==> src/rtl/de_pipe_reg.sv <==
// -----------------------------------------------------------------------------
// de_pipe_reg
//
// D/E pipeline register of the five-stage MIPS core. Latches the D-stage
// decode results and register-file operands, then forwards M/W results onto
// the latched operands so the E-stage ALU sees current values.
//
// Ports:
//   clk, reset                 clock (rising edge), asynchronous active-low reset
//   en, clr                    1 = load from D / 0 = hold; clr inserts a bubble
//   pc_d, instr_d              D-stage PC and instruction word
//   rs_addr_d, rt_addr_d       source register numbers
//   rs_data_d, rt_data_d       D-stage operand values
//   imm_d, alu_op_d, b_sel_d   immediate, ALU opcode, ALU b source select
//   reg_we_d, dst_d, t_new_d   destination write enable/number, Tnew
//   mem_we_d, wb_sel_d         store enable, writeback source
//   fwd_m_*, fwd_w_*           M/W stage forwarding sources
//   pc_e, instr_e              latched PC and instruction
//   alu_a, alu_b, alu_op_e     ALU operands (forwarded) and opcode
//   rt_fwd_e                   forwarded rt, store data for E/M
//   reg_we_e, dst_e, mem_we_e, wb_sel_e, t_new_e   latched controls
//   t_new_m_nxt                saturating t_new_e - 1 for the E/M register
//   valid_e                    E holds a real instruction
// -----------------------------------------------------------------------------
module de_pipe_reg #(
    parameter int          DW       = 32,
    parameter logic [31:0] RESET_PC = 32'h0000_3000
) (
    input  logic          clk,
    input  logic          reset,
    input  logic          en,
    input  logic          clr,
    input  logic [DW-1:0] pc_d,
    input  logic [31:0]   instr_d,
    input  logic [4:0]    rs_addr_d,
    input  logic [4:0]    rt_addr_d,
    input  logic [DW-1:0] rs_data_d,
    input  logic [DW-1:0] rt_data_d,
    input  logic [DW-1:0] imm_d,
    input  logic [2:0]    alu_op_d,
    input  logic          b_sel_d,
    input  logic          reg_we_d,
    input  logic [4:0]    dst_d,
    input  logic [1:0]    t_new_d,
    input  logic          mem_we_d,
    input  logic [1:0]    wb_sel_d,
    input  logic          fwd_m_we,
    input  logic          fwd_w_we,
    input  logic [4:0]    fwd_m_dst,
    input  logic [4:0]    fwd_w_dst,
    input  logic [DW-1:0] fwd_m_data,
    input  logic [DW-1:0] fwd_w_data,
    input  logic          fwd_m_rdy,
    output logic [DW-1:0] pc_e,
    output logic [31:0]   instr_e,
    output logic [DW-1:0] alu_a,
    output logic [DW-1:0] alu_b,
    output logic [2:0]    alu_op_e,
    output logic [DW-1:0] rt_fwd_e,
    output logic          reg_we_e,
    output logic [4:0]    dst_e,
    output logic          mem_we_e,
    output logic [1:0]    wb_sel_e,
    output logic [1:0]    t_new_e,
    output logic [1:0]    t_new_m_nxt,
    output logic          valid_e
);

    // Internal state not exposed directly on the ports.
    logic [4:0]    rs_addr_reg;
    logic [4:0]    rt_addr_reg;
    logic [DW-1:0] rs_data_reg;
    logic [DW-1:0] rt_data_reg;
    logic [DW-1:0] imm_reg;
    logic          b_sel_reg;

    logic [DW-1:0] rs_fwd;
    logic [DW-1:0] rt_fwd;

    // Forwarding onto the stored operands. $0 is never forwarded, and M only
    // counts once its result is actually produced (fwd_m_rdy); otherwise an
    // older W result to the same register may still be the right value.
    always_comb begin
        rs_fwd = rs_data_reg;
        if (rs_addr_reg != 5'd0) begin
            if (fwd_m_we && fwd_m_dst == rs_addr_reg && fwd_m_rdy)
                rs_fwd = fwd_m_data;
            else if (fwd_w_we && fwd_w_dst == rs_addr_reg)
                rs_fwd = fwd_w_data;
        end
    end

    always_comb begin
        rt_fwd = rt_data_reg;
        if (rt_addr_reg != 5'd0) begin
            if (fwd_m_we && fwd_m_dst == rt_addr_reg && fwd_m_rdy)
                rt_fwd = fwd_m_data;
            else if (fwd_w_we && fwd_w_dst == rt_addr_reg)
                rt_fwd = fwd_w_data;
        end
    end

    assign alu_a       = rs_fwd;
    assign alu_b       = b_sel_reg ? imm_reg : rt_fwd;
    assign rt_fwd_e    = rt_fwd;
    assign t_new_m_nxt = (t_new_e == 2'd0) ? 2'd0 : t_new_e - 2'd1;

    always_ff @(posedge clk or negedge reset) begin
        if (!reset) begin
            pc_e        <= DW'(RESET_PC);
            instr_e     <= '0;
            rs_addr_reg <= '0;
            rt_addr_reg <= '0;
            rs_data_reg <= '0;
            rt_data_reg <= '0;
            imm_reg     <= '0;
            b_sel_reg   <= 1'b0;
            alu_op_e    <= '0;
            reg_we_e    <= 1'b0;
            dst_e       <= '0;
            mem_we_e    <= 1'b0;
            wb_sel_e    <= '0;
            t_new_e     <= '0;
            valid_e     <= 1'b0;
        end else if (clr) begin
            // Bubble: same contents as reset, regardless of en.
            pc_e        <= DW'(RESET_PC);
            instr_e     <= '0;
            rs_addr_reg <= '0;
            rt_addr_reg <= '0;
            rs_data_reg <= '0;
            rt_data_reg <= '0;
            imm_reg     <= '0;
            b_sel_reg   <= 1'b0;
            alu_op_e    <= '0;
            reg_we_e    <= 1'b0;
            dst_e       <= '0;
            mem_we_e    <= 1'b0;
            wb_sel_e    <= '0;
            t_new_e     <= '0;
            valid_e     <= 1'b0;
        end else if (!en) begin
            // Hold: controls stay put, but the operands absorb whatever is
            // being forwarded now, so a W value that retires while stalled
            // is still seen after the producer has left the pipe.
            rs_data_reg <= rs_fwd;
            rt_data_reg <= rt_fwd;
        end else begin
            pc_e        <= pc_d;
            instr_e     <= instr_d;
            rs_addr_reg <= rs_addr_d;
            rt_addr_reg <= rt_addr_d;
            rs_data_reg <= rs_data_d;
            rt_data_reg <= rt_data_d;
            imm_reg     <= imm_d;
            b_sel_reg   <= b_sel_d;
            alu_op_e    <= alu_op_d;
            reg_we_e    <= reg_we_d;
            dst_e       <= dst_d;
            mem_we_e    <= mem_we_d;
            wb_sel_e    <= wb_sel_d;
            t_new_e     <= t_new_d;
            valid_e     <= 1'b1;
        end
    end

endmodule

==> config.mk <==
export PLATFORM = sky130hd
export DESIGN_NAME = de_pipe_reg
export DESIGN_NICKNAME = d
export VERILOG_FILES = /design/src/rtl/de_pipe_reg.sv
export SDC_FILE = /design/constraint.sdc
export NUM_CORES = 1
export LEC_CHECK = 0
export ABC_AREA = 1
export BUFFER_PORTS_ARGS = -buffer_cell sky130_fd_sc_hd__buf_2
export CAP_MARGIN = 20
export CORE_AREA = 4 4 172 174
export DETAILED_ROUTE_END_ITERATION = 12
export DIE_AREA = 0 0 176 178
export HOLD_SLACK_MARGIN = 0.15
export SLEW_MARGIN = 20
export SYNTH_ARGS = -nofsm -noshare
export SYNTH_HDL_FRONTEND = slang
export SYNTH_SLANG_ARGS = --single-unit
==> constraint.sdc <==
create_clock -name clk -period 1.9 [get_ports clk]
set_clock_uncertainty 0.1 [all_clocks]
set_input_delay 0.095 -clock clk [delete_from_list [all_inputs] [get_ports clk]]
set_output_delay 0.095 -clock clk [all_outputs]
set_load 0.005 [all_outputs]
==> results.yml, run 1 <==
status:
  status: "complete, but fails checks"
  violations: "setup timing"
timing:
  tightestPinTransition_ps: 548.2
  rsz0062_at_grt: "yes"
  final-setup-viol-count: 128
  report.final.hold_viol_count: 0
  period_share: 1.302
  final_critical_path_setup_slack_ps: -573.7
  maxClockFrequency_mhz: 404.3
  final.min_clock_period_ps: 2474
  number_of_pins_exceeding_their_max_slew_limit_in_the_final_report: 0
  final.setup.tns_ps: -45530
  max-slew-margin-rel: 0.6345
critical_path:
  r2r-start: "rs_addr_reg[3]"
  crit_path_max_incr_delay_ps: 460
  worst_ep_required_time_ps: 1700
  path_cells: "inv_2 > nand2_2 > nand2_4 > nor2_4 > nand3_4 > nand2_4 > nand2_8 > buf_12 > buf_16 > nand2_4 > nand2_4 > inv_1 > buf_2"
  r2r_cells: 14
  worstSetupEndpoint: "alu_a[3]"
  timing.critical_path.buf_inv: 5
  cp_slowest_cell: "sky130_fd_sc_hd__dfrtp_2"
  timing.critical_path.fanout_max: 8
  crit_type: "flip-flop to output pin"
  crit_arrival_ps: 2280
  type_of_element_capturing_the_critical_path: "output pin"
  timing.reg2reg.setup_slack_ps: -270
  critical_path_depth: 13
  setup.worst_path.start: "rs_addr_reg[3]"
  critPathLaunchType: "flip-flop"
  critical-path-top-delay-family: "simple AND/OR/NAND/NOR gates"
  rr_endpoint: "rs_data_reg[7]"
  most_frequent_cell_on_the_critical_path: "sky130_fd_sc_hd__nand2_4"
layout:
  final_layout_size_suffix_gt1_frac: 0.5038
  mostFrequentLayoutCell: "sky130_fd_sc_hd__buf_2"
  most_frequent_cells_in_the_layout: "409 x sky130_fd_sc_hd__buf_2, 243 x sky130_fd_sc_hd__dlygate4sd3_1, 178 x sky130_fd_sc_hd__dfrtp_1"
  layout.core_utilization: 0.6841
  post_layout_nonfiller_instances: 2379
  layout.nets: 2252
  total_area_of_multi_input_combinational_cells_um2: 5924
  final_cell_area_um2: 19010
  fillCellCount: 2061
  synthToLayoutAreaGrowth_pct: 91.79
  area.sequential_um2: 4664
floorplan:
  fp.dieW_um: 176
  floorplan.initialDensity: 0.3567
  die_area_um2: 31330
  num_io_pins: 443
  placement_rows: 61
  die_y_um: 178
  core_um2: 27780
yosys:
  postSynthNetCount: 1522
  syn_area_um2: 9910
  yosysTopAreaCellShare: 0.4646
  synth.top_cells.by_area: "sky130_fd_sc_hd__dfrtp_1 46%, sky130_fd_sc_hd__nand2_1 10%, sky130_fd_sc_hd__a22o_1 9.6%"
  ys.warnings.count: 0
  ys_ff_latch: 186
  synthDominantAreaCellType: "sky130_fd_sc_hd__dfrtp_1"
  synth_cell_type_count: 24
  syn_area_per_cell_um2: 7.890
  synth_cells: 1256
  seq_area_frac_synth: 0.4699
route:
  drt-pass1-iter-count: 5
  detailroute.via_count: 12700
  drt_first_iter_violations: 984
  route.antenna.remaining_nets: 0
  detail_route.drc_violations: 0
  wirelength_per_cell_um: 21.03
  vias_per_std_cell: 5.339
  final_wirelength_um: 50020
placed_design:
  postPlaceCellArea_um2: 12860
  buffer_ports.inserted: 442
  numPlacedInstances: 2034
  dp.final_hpwl_um: 30050
  final_weighted_congestion_of_routability_driven_global_placement: 0.9770
grt:
  grt.overflow.total: 0
  antenna_violations_before_repair: 1
  grt_util_overall: 0.2793
  first_global_vias: 12520
  maximum_number_of_pins_on_one_net_before_global_route_repair: 75
  first_pass_grt_wire_length_um: 68970
clocking:
  cts_sinks: 186
  cts_tree: "done"
  clkLatencyLatePin_ps: 430
  cts_root_buf: "sky130_fd_sc_hd__clkbuf_16"
  cts_buffers: 17
  htree_num_levels: 4
  cts.path.max_buffers: 2
  worst_setup_hold_path_clk_slew_ps: 80
power_and_ir_drop:
  p_total_mw: 11.48
  p_leak_nw: 9.555
  p_per_area_nw_per_um2: 604.0
  peakVddDrop_v: 0.0005345
worst_hold_path:
  worst_hold_path_type: "primary input to flip-flop"
flow_run:
  max_cap_viol_count: 0
==> worst reg2reg max path, cell delays in order (launching register included) <==
cell	delay (ps)
sky130_fd_sc_hd__dfrtp_2	460
sky130_fd_sc_hd__inv_2	70
sky130_fd_sc_hd__nand2_2	90
sky130_fd_sc_hd__nand2_4	70
sky130_fd_sc_hd__nor2_4	190
sky130_fd_sc_hd__nand3_4	130
sky130_fd_sc_hd__nand2_4	120
sky130_fd_sc_hd__nand2_8	90
sky130_fd_sc_hd__buf_12	140
sky130_fd_sc_hd__buf_16	160
sky130_fd_sc_hd__nand2_4	80
sky130_fd_sc_hd__nand2_4	60
sky130_fd_sc_hd__buf_6	110
sky130_fd_sc_hd__buf_6	100
sky130_fd_sc_hd__a21oi_2	120
==> stage by stage <==
stage               hold WS (ps)  worst slack [ps]
floorplan                 -300.6             255.9
global placement          -13.68            -74.63
detailed placement        -12.52            -83.64
CTS                        150.1            -470.2
global route               155.7            -652.3
finish                     149.6            -573.7
==> power by group <==
group	leakage [nW]	internal [mW]	switching [mW]
Clock	0.295	1.82	1.91
Combinational	6.82	1.63	1.79
Sequential	2.44	4.20	0.131
==> cell usage after synthesis <==
cell type and number:
sky130_fd_sc_hd__o22a_1 2, sky130_fd_sc_hd__nand2_2 2, sky130_fd_sc_hd__nand3_1 132, sky130_fd_sc_hd__inv_2 38, sky130_fd_sc_hd__o21ai_0 74, sky130_fd_sc_hd__nor2_1 11, sky130_fd_sc_hd__a22o_1 109, sky130_fd_sc_hd__xor2_1 2
sky130_fd_sc_hd__clkbuf_1 68, sky130_fd_sc_hd__buf_1 3, sky130_fd_sc_hd__nor3_1 2, sky130_fd_sc_hd__nand2_1 272, sky130_fd_sc_hd__o21ai_1 40, sky130_fd_sc_hd__dfrtp_1 184, sky130_fd_sc_hd__nor2_4 2, sky130_fd_sc_hd__buf_6 6
sky130_fd_sc_hd__a21oi_1 66, sky130_fd_sc_hd__nand3_2 2, sky130_fd_sc_hd__nor2_2 4, sky130_fd_sc_hd__dfstp_2 2, sky130_fd_sc_hd__nand4_1 64, sky130_fd_sc_hd__buf_2 24, sky130_fd_sc_hd__clkinv_1 1, sky130_fd_sc_hd__inv_1 146
==> how the worst min path moves through the flow <==
stage	startpoint	to	slack (ps)	cells past startpoint
floorplan	reset	alu_op_e[0]	-300	0
global placement	reset	pc_e[21]	-10	1
detailed placement	reset	pc_e[21]	-10	1
CTS	fwd_w_data[3]	rs_data_reg[3]	150	7
global route	fwd_w_data[30]	rs_data_reg[30]	160	7
finish	fwd_w_data[10]	rs_data_reg[10]	150	7
==> metal layers <==
layer / vias up / routed length (µm) / track usage
li1: 5666 / - / -
met1: 6114 / 18730 / 0.3529
met2: 736 / 24910 / 0.4732
met3: 183 / 3807 / 0.05426
met4: 2 / 2555 / 0.1131
met5: - / 12 / 0
==> final cells by class <==
type / instances / share of cell area
inverters: 185 / 0.03700
well taps: 378 / 0.02488
flip-flops and latches: 186 / 0.2454
clock buffers: 18 / 0.02311
clock inverters: 14 / 0.008953
diodes: 2 / 0.0002633
repair buffers: 812 / 0.3487
multi-input cells: 784 / 0.3117
==> cells by family (layout without fill, tap and decap cells) <==
kind of cell	after synthesis	after routing	share of synthesized area
AND/OR/NAND/NOR	491	491	0.2234
flip-flops	186	186	0.4699
buffers and inverters	286	1029	0.1159
XOR/XNOR	2	2	0.001768
other	0	2	0
AO/OA/AOI/OAI	291	291	0.1890
==> timing repair <==
| item | in CTS | in global routing |
|---|---|---|
| buffers inserted | 35 | 23 |
| hold endpoints to repair | 372 | 0 |
| setup endpoints to repair | 98 | 152 |
| cloned | 10 | 13 |
| gates resized for setup | 230 | 368 |
| hold buffers | 243 | 0 |
| pin swaps | 54 | 103 |
Power figures use the tool's default switching activity.
==> run 2, diff against run 1 <==
--- a/config.mk
+++ b/config.mk
@@ -7,11 +7,10 @@
 export LEC_CHECK = 0
 export ABC_AREA = 1
 export BUFFER_PORTS_ARGS = -buffer_cell sky130_fd_sc_hd__buf_2
-export CAP_MARGIN = 20
 export CORE_AREA = 4 4 172 174
 export DETAILED_ROUTE_END_ITERATION = 12
 export DIE_AREA = 0 0 176 178
-export HOLD_SLACK_MARGIN = 0.15
+export REMOVE_ABC_BUFFERS = 1
 export SLEW_MARGIN = 20
 export SYNTH_ARGS = -nofsm -noshare
 export SYNTH_HDL_FRONTEND = slang
==> run 2 against run 1 <==
  * Via count down 5.5%
  * Combinational power fell by 12%
  * Critical path type unchanged
  * The flow still finishes with violations (setup timing)
  * First-iteration DRC count shrank 19%
  * Largest cell class unchanged
  * Die area unchanged
  * Sequential cell count stayed put
  * Wire length down 8.6%
  * Fmax increased by 4.9%
  * Clock-buffer cell count stayed put
  * Sequential power about the same
  * Cell count fell by 3.6%
==> results.yml, run 2 (synthesis gave the netlist of run 1 again) <==
layout:
  mostFrequentLayoutCell: "sky130_fd_sc_hd__buf_2"
  synthToLayoutAreaGrowth_pct: 77.03
  final_cell_area_um2: 17540
  post_layout_nonfiller_instances: 2293
  most_frequent_cells_in_the_layout: "419 x sky130_fd_sc_hd__buf_2, 187 x sky130_fd_sc_hd__dlygate4sd3_1, 179 x sky130_fd_sc_hd__dfrtp_1"
  layout.nets: 2162
  fillCellCount: 2340
  final_layout_size_suffix_gt1_frac: 0.4809
route:
  drt-pass1-iter-count: 6
  final_wirelength_um: 45710
  drt_first_iter_violations: 800
  route.antenna.remaining_nets: 0
  detailroute.via_count: 12010
  detail_route.drc_violations: 0
  vias_per_std_cell: 5.236
  wirelength_per_cell_um: 19.94
grt:
  grt.overflow.total: 0
  antenna_violations_before_repair: 3
  maximum_number_of_pins_on_one_net_before_global_route_repair: 89
  first_global_vias: 12020
  grt_util_overall: 0.2732
  first_pass_grt_wire_length_um: 67790
power_and_ir_drop:
  p_total_mw: 11.14
  p_per_area_nw_per_um2: 635.0
  peakVddDrop_v: 0.0005076
  p_leak_nw: 9.070
timing:
  final.min_clock_period_ps: 2358
  report.final.hold_viol_count: 0
  rsz0062_at_grt: "yes"
  final_critical_path_setup_slack_ps: -457.7
  fin_worst_hold_slack_ps: 24.77
  tightestPinTransition_ps: 540.8
  max-slew-margin-rel: 0.6356
  maxClockFrequency_mhz: 424.2
  number_of_pins_exceeding_their_max_slew_limit_in_the_final_report: 0
  period_share: 1.241
  final-setup-viol-count: 100
critical_path:
  rr_endpoint: "rt_data_reg[7]"
  timing.reg2reg.setup_slack_ps: -210
  crit_type: "flip-flop to output pin"
  r2r_cells: 14
  r2r-start: "rt_addr_reg[0]"
  critPathLaunchType: "flip-flop"
  crit_arrival_ps: 2160
  timing.critical_path.fanout_max: 6
  worst_ep_required_time_ps: 1700
  type_of_element_capturing_the_critical_path: "output pin"
worst_hold_path:
  hold-path-endpoint: "rs_data_reg[19]"
  worst_hold_path_type: "primary input to flip-flop"
  instance_count_along_the_most_critical_hold_path: 5
  hold_wc_startpoint: "fwd_m_data[19]"
status:
  violations: "setup timing"
  status: "complete, but fails checks"
floorplan:
  placement_rows: 61
  die_area_um2: 31330
  die_y_um: 178
  floorplan.initialDensity: 0.3567
  num_io_pins: 443
  core_um2: 27780
  fp.dieW_um: 176
placed_design:
  dp.final_hpwl_um: 29250
  numPlacedInstances: 2018
  buffer_ports.inserted: 442
  postPlaceCellArea_um2: 12750
  pre_cts_ws_ps: -113.2
  final_weighted_congestion_of_routability_driven_global_placement: 0.9440
clocking:
  htree_num_levels: 4
  cts.path.max_buffers: 2
  cts_tree: "done"
  clkLatencyLatePin_ps: 430
  cts_root_buf: "sky130_fd_sc_hd__clkbuf_16"
  cts_sinks: 186
  cts_buffers: 17
  worst_setup_hold_path_clk_slew_ps: 80
flow_run:
  max_cap_viol_count: 0
## run 2: critical path: stages (launching register included)
cell	delay [ps]
sky130_fd_sc_hd__dfrtp_1	380
sky130_fd_sc_hd__inv_2	70
sky130_fd_sc_hd__nand2_2	60
sky130_fd_sc_hd__o21ai_2	80
sky130_fd_sc_hd__nor2_4	190
sky130_fd_sc_hd__nand3_4	130
sky130_fd_sc_hd__nand2_4	120
sky130_fd_sc_hd__nand2_8	100
sky130_fd_sc_hd__clkbuf_16	190
sky130_fd_sc_hd__nand2_4	60
sky130_fd_sc_hd__nand2_4	50
sky130_fd_sc_hd__o21ai_2	150
sky130_fd_sc_hd__buf_2	140
## run 2: power by group
group,switching [mW],internal [mW]
Combinational,1.60,1.40
Sequential,0.130,4.20
Clock,1.96,1.85
## run 2: final cells by class
cell class	count	area, µm²	area share
tap	378	473.0	0.02696
timing repair buffer	722	5544	0.3160
multi-input combinational	784	5528	0.3151
sequential	186	4663	0.2658
inverter	185	698.2	0.03980
clock buffer	18	439.2	0.02503
clock inverter	14	182.7	0.01041
antenna	6	15.01	0.0008559
## run 2: timing repair
item | 4_1_cts | 5_1_grt
setup endpoints to repair | 98 | 138
cloned | 9 | 6
hold buffers | 187 | 0
buffers inserted | 27 | 14
pin swaps | 28 | 74
resized for setup | 180 | 266
hold endpoints to repair | 371 | 0
## run 2: worst max-delay path by stage
stage | end | from | slack, ps | cells past startpoint
after CTS | alu_b[19] | rt_addr_reg[3] | -450 | 11
after detailed placement | alu_b[30] | rt_addr_reg[3] | -110 | 10
after global routing | alu_b[17] | rt_addr_reg[3] | -580 | 11
final | alu_b[17] | rt_addr_reg[0] | -460 | 12
after floorplan | pc_e[12] | en | -3850 | 4
after global placement | alu_b[30] | rt_addr_reg[1] | -70 | 7
## run 2: per-layer routing
| metal | share of wire | routed length [µm] | up-vias | global-route usage |
|---|---|---|---|---|
| li1 | - | - | 5480 | - |
| met1 | 0.40 | 18370 | 5820 | 0.3542 |
| met2 | 0.50 | 22680 | 612 | 0.4631 |
| met3 | 0.069 | 3156 | 93 | 0.05193 |
| met4 | 0.033 | 1491 | 2 | 0.08999 |
| met5 | 0.00028 | 13 | - | 0 |
## run 2: through the flow
stage | TNS [ps] | util
floorplan | -579360 | -
global placement | -231.5 | 0.4589
detailed placement | -859.5 | 0.4589
CTS | -36820 | 0.5896
global route | -49640 | 0.6311
finish | -38100 | 0.6315
==> run 3, diff against run 2 <==
--- a/config.mk
+++ b/config.mk
@@ -11,6 +11,7 @@
 export DETAILED_ROUTE_END_ITERATION = 12
 export DIE_AREA = 0 0 176 178
 export REMOVE_ABC_BUFFERS = 1
+export SETUP_SLACK_MARGIN = 0.2
 export SLEW_MARGIN = 20
 export SYNTH_ARGS = -nofsm -noshare
 export SYNTH_HDL_FRONTEND = slang
==> run 3 against run 2 <==
  * The flow still finishes with violations (setup timing)
  * Via count grew 1.7%
  * Global-route usage shrank 0.36 points
  * Critical path depth down 2
  * Wire length is 1.9% higher
  * Die area stayed put
  * Combinational power about the same
  * Total power increased by 0.27%
  * Sequential power about the same
  * Highest routed layer unchanged
  * Critical endpoint is now alu_b[19]
  * Worst setup slack got worse by 16 ps
  * Non-clock buffer count is 11 higher
  * Register-to-register slack is essentially flat
  * Hold slack worse by 2.7 ps
==> results.yml, run 3 (synthesis gave the netlist of run 1 again) <==
status:
  status: "complete, but fails checks"
  violations: "setup timing"
route:
  drt-pass1-iter-count: 5
  wirelength_per_cell_um: 20.24
  detail_route.drc_violations: 0
  final_wirelength_um: 46600
  route.antenna.remaining_nets: 0
  vias_per_std_cell: 5.300
  drt_first_iter_violations: 806
  detailroute.via_count: 12210
floorplan:
  die_area_um2: 31330
  die_y_um: 178
  core_um2: 27780
  num_io_pins: 443
  placement_rows: 61
  floorplan.initialDensity: 0.3567
  fp.dieW_um: 176
layout:
  most_frequent_cells_in_the_layout: "425 x sky130_fd_sc_hd__buf_2, 187 x sky130_fd_sc_hd__dlygate4sd3_1, 178 x sky130_fd_sc_hd__dfrtp_1"
  area.sequential_um2: 4664
  total_area_of_multi_input_combinational_cells_um2: 5335
  layout.nets: 2173
  layout.core_utilization: 0.6296
  final_layout_size_suffix_gt1_frac: 0.4750
  final_cell_area_um2: 17490
  post_layout_nonfiller_instances: 2303
  fillCellCount: 2351
  synthToLayoutAreaGrowth_pct: 76.50
  mostFrequentLayoutCell: "sky130_fd_sc_hd__buf_2"
grt:
  global_route.peak_usage_layer: "met2"
  antenna_violations_before_repair: 4
  maximum_number_of_pins_on_one_net_before_global_route_repair: 89
  first_global_vias: 11940
  first_pass_grt_wire_length_um: 66940
  grt_util_met2: 0.4539
  grt_util_overall: 0.2696
  globalRouteMet1Util: 0.3491
  grtUsageMet3: 0.05320
  grt.overflow.total: 0
power_and_ir_drop:
  net-switching-power_mw: 3.698
  internal_power_mw: 7.472
  peakVddDrop_v: 0.0005079
  power.share.sequential: 0.388
  p_leak_nw: 9.134
  p_sw_frac: 0.3311
  logic_gate_share_of_total_power: 0.271
  clk_pwr_share: 0.341
  p_total_mw: 11.17
  p_per_area_nw_per_um2: 638.6
placed_design:
  dp.final_hpwl_um: 29250
  postPlaceCellArea_um2: 12750
  final_weighted_congestion_of_routability_driven_global_placement: 0.9440
  buffer_ports.inserted: 442
  numPlacedInstances: 2018
  pre_cts_ws_ps: -113.2
critical_path:
  r2r-start: "rt_addr_reg[2]"
  timing.critical_path.fanout_max: 5
  crit_arrival_ps: 2180
  worstSetupEndpoint: "alu_b[19]"
  setup.worst_path.start: "rt_addr_reg[2]"
  type_of_element_capturing_the_critical_path: "output pin"
  timing.reg2reg.setup_slack_ps: -220
  worst_ep_required_time_ps: 1700
  crit_type: "flip-flop to output pin"
  r2r_cells: 12
  critPathLaunchType: "flip-flop"
  rr_endpoint: "rt_data_reg[7]"
timing:
  final.setup.tns_ps: -40130
  report.final.hold_viol_count: 0
  maxClockFrequency_mhz: 421.3
  max-slew-margin-rel: 0.6488
  tightestPinTransition_ps: 521.3
  final.min_clock_period_ps: 2373
  period_share: 1.249
  fin_worst_hold_slack_ps: 22.10
  final_critical_path_setup_slack_ps: -473.4
  rsz0062_at_grt: "yes"
  number_of_pins_exceeding_their_max_slew_limit_in_the_final_report: 0
  final-setup-viol-count: 105
clocking:
  clkLatencyLatePin_ps: 430
  htree_num_levels: 4
  cts_root_buf: "sky130_fd_sc_hd__clkbuf_16"
  worst_setup_hold_path_clk_slew_ps: 80
  cts.path.max_buffers: 2
  cts_sinks: 186
  cts_buffers: 17
  cts_tree: "done"
flow_run:
  max_cap_viol_count: 0
worst_hold_path:
  worst_hold_path_type: "primary input to flip-flop"
[run 3: cell count changes in the layout (fill, tap and decap cells not counted), moves of 6 or more]
cell,before,now
sky130_fd_sc_hd__nand2_4,61,20
sky130_fd_sc_hd__nand2_2,75,96
sky130_fd_sc_hd__nand2_1,136,156
sky130_fd_sc_hd__inv_2,55,44
sky130_fd_sc_hd__inv_1,127,137
sky130_fd_sc_hd__a21oi_1,43,36
sky130_fd_sc_hd__a21oi_2,23,29
sky130_fd_sc_hd__buf_2,419,425
sky130_fd_sc_hd__clkbuf_16,22,28
[run 3: area by class of cell]
| cell class | count | share of cell area |
|---|---|---|
| antenna | 5 | 0.0007154 |
| clock buffer | 18 | 0.02511 |
| clock inverter | 14 | 0.01044 |
| inverter | 185 | 0.04006 |
| multi-input combinational | 784 | 0.3050 |
| sequential | 186 | 0.2667 |
| tap | 378 | 0.02704 |
| timing repair buffer | 733 | 0.3249 |
[run 3: how the worst min path moves through the flow]
stage / startpoint / end / slack (ps) / cells after the start
finish: fwd_m_data[28] / rs_data_reg[28] / 20 / 5
detailed placement: reset / pc_e[5] / -40 / 1
global route: fwd_m_data[10] / rs_data_reg[10] / 30 / 5
global placement: reset / instr_e[30] / -40 / 1
floorplan: reset / alu_op_e[0] / -300 / 0
CTS: fwd_m_data[27] / rs_data_reg[27] / 0.8 / 5
[run 3: what timing repair did]
item | 4_1_cts | 5_1_grt
setup endpoints to repair | 160 | 160
hold buffers | 187 | 0
buffers inserted | 19 | 23
cloned | 6 | 13
endpoints found under the hold margin | 371 | 0
gates resized for setup | 143 | 232
pin swaps | 20 | 64
[run 3: power by group through the flow]
stage | sequential, mW | clock, mW | combinational, mW
after global routing | 4.35 | 4.05 | 3.25
final | 4.33 | 3.81 | 3.03
after detailed placement | 4.39 | 0 | 2.04
after global placement | 4.39 | 0 | 2.02
after floorplan | 4.39 | 0 | 0.869
after CTS | 4.32 | 3.88 | 2.57
[run 3: layer usage]
metal,up-vias,part of all wire
met5,-,0.00028
met4,2,0.044
met3,141,0.076
met2,705,0.49
met1,5843,0.39
li1,5515,-
[run 3: worst max-delay path: stages (launching register included)]
cell                        delay [ps]
sky130_fd_sc_hd__dfrtp_2           460
sky130_fd_sc_hd__xor2_2            200
sky130_fd_sc_hd__nor2_4            210
sky130_fd_sc_hd__nand2_2           100
sky130_fd_sc_hd__nand2_4            90
sky130_fd_sc_hd__nand2_8            80
sky130_fd_sc_hd__clkbuf_16         180
sky130_fd_sc_hd__nand2_2            60
sky130_fd_sc_hd__nand2_2            80
sky130_fd_sc_hd__o21ai_2           160
sky130_fd_sc_hd__buf_2             140
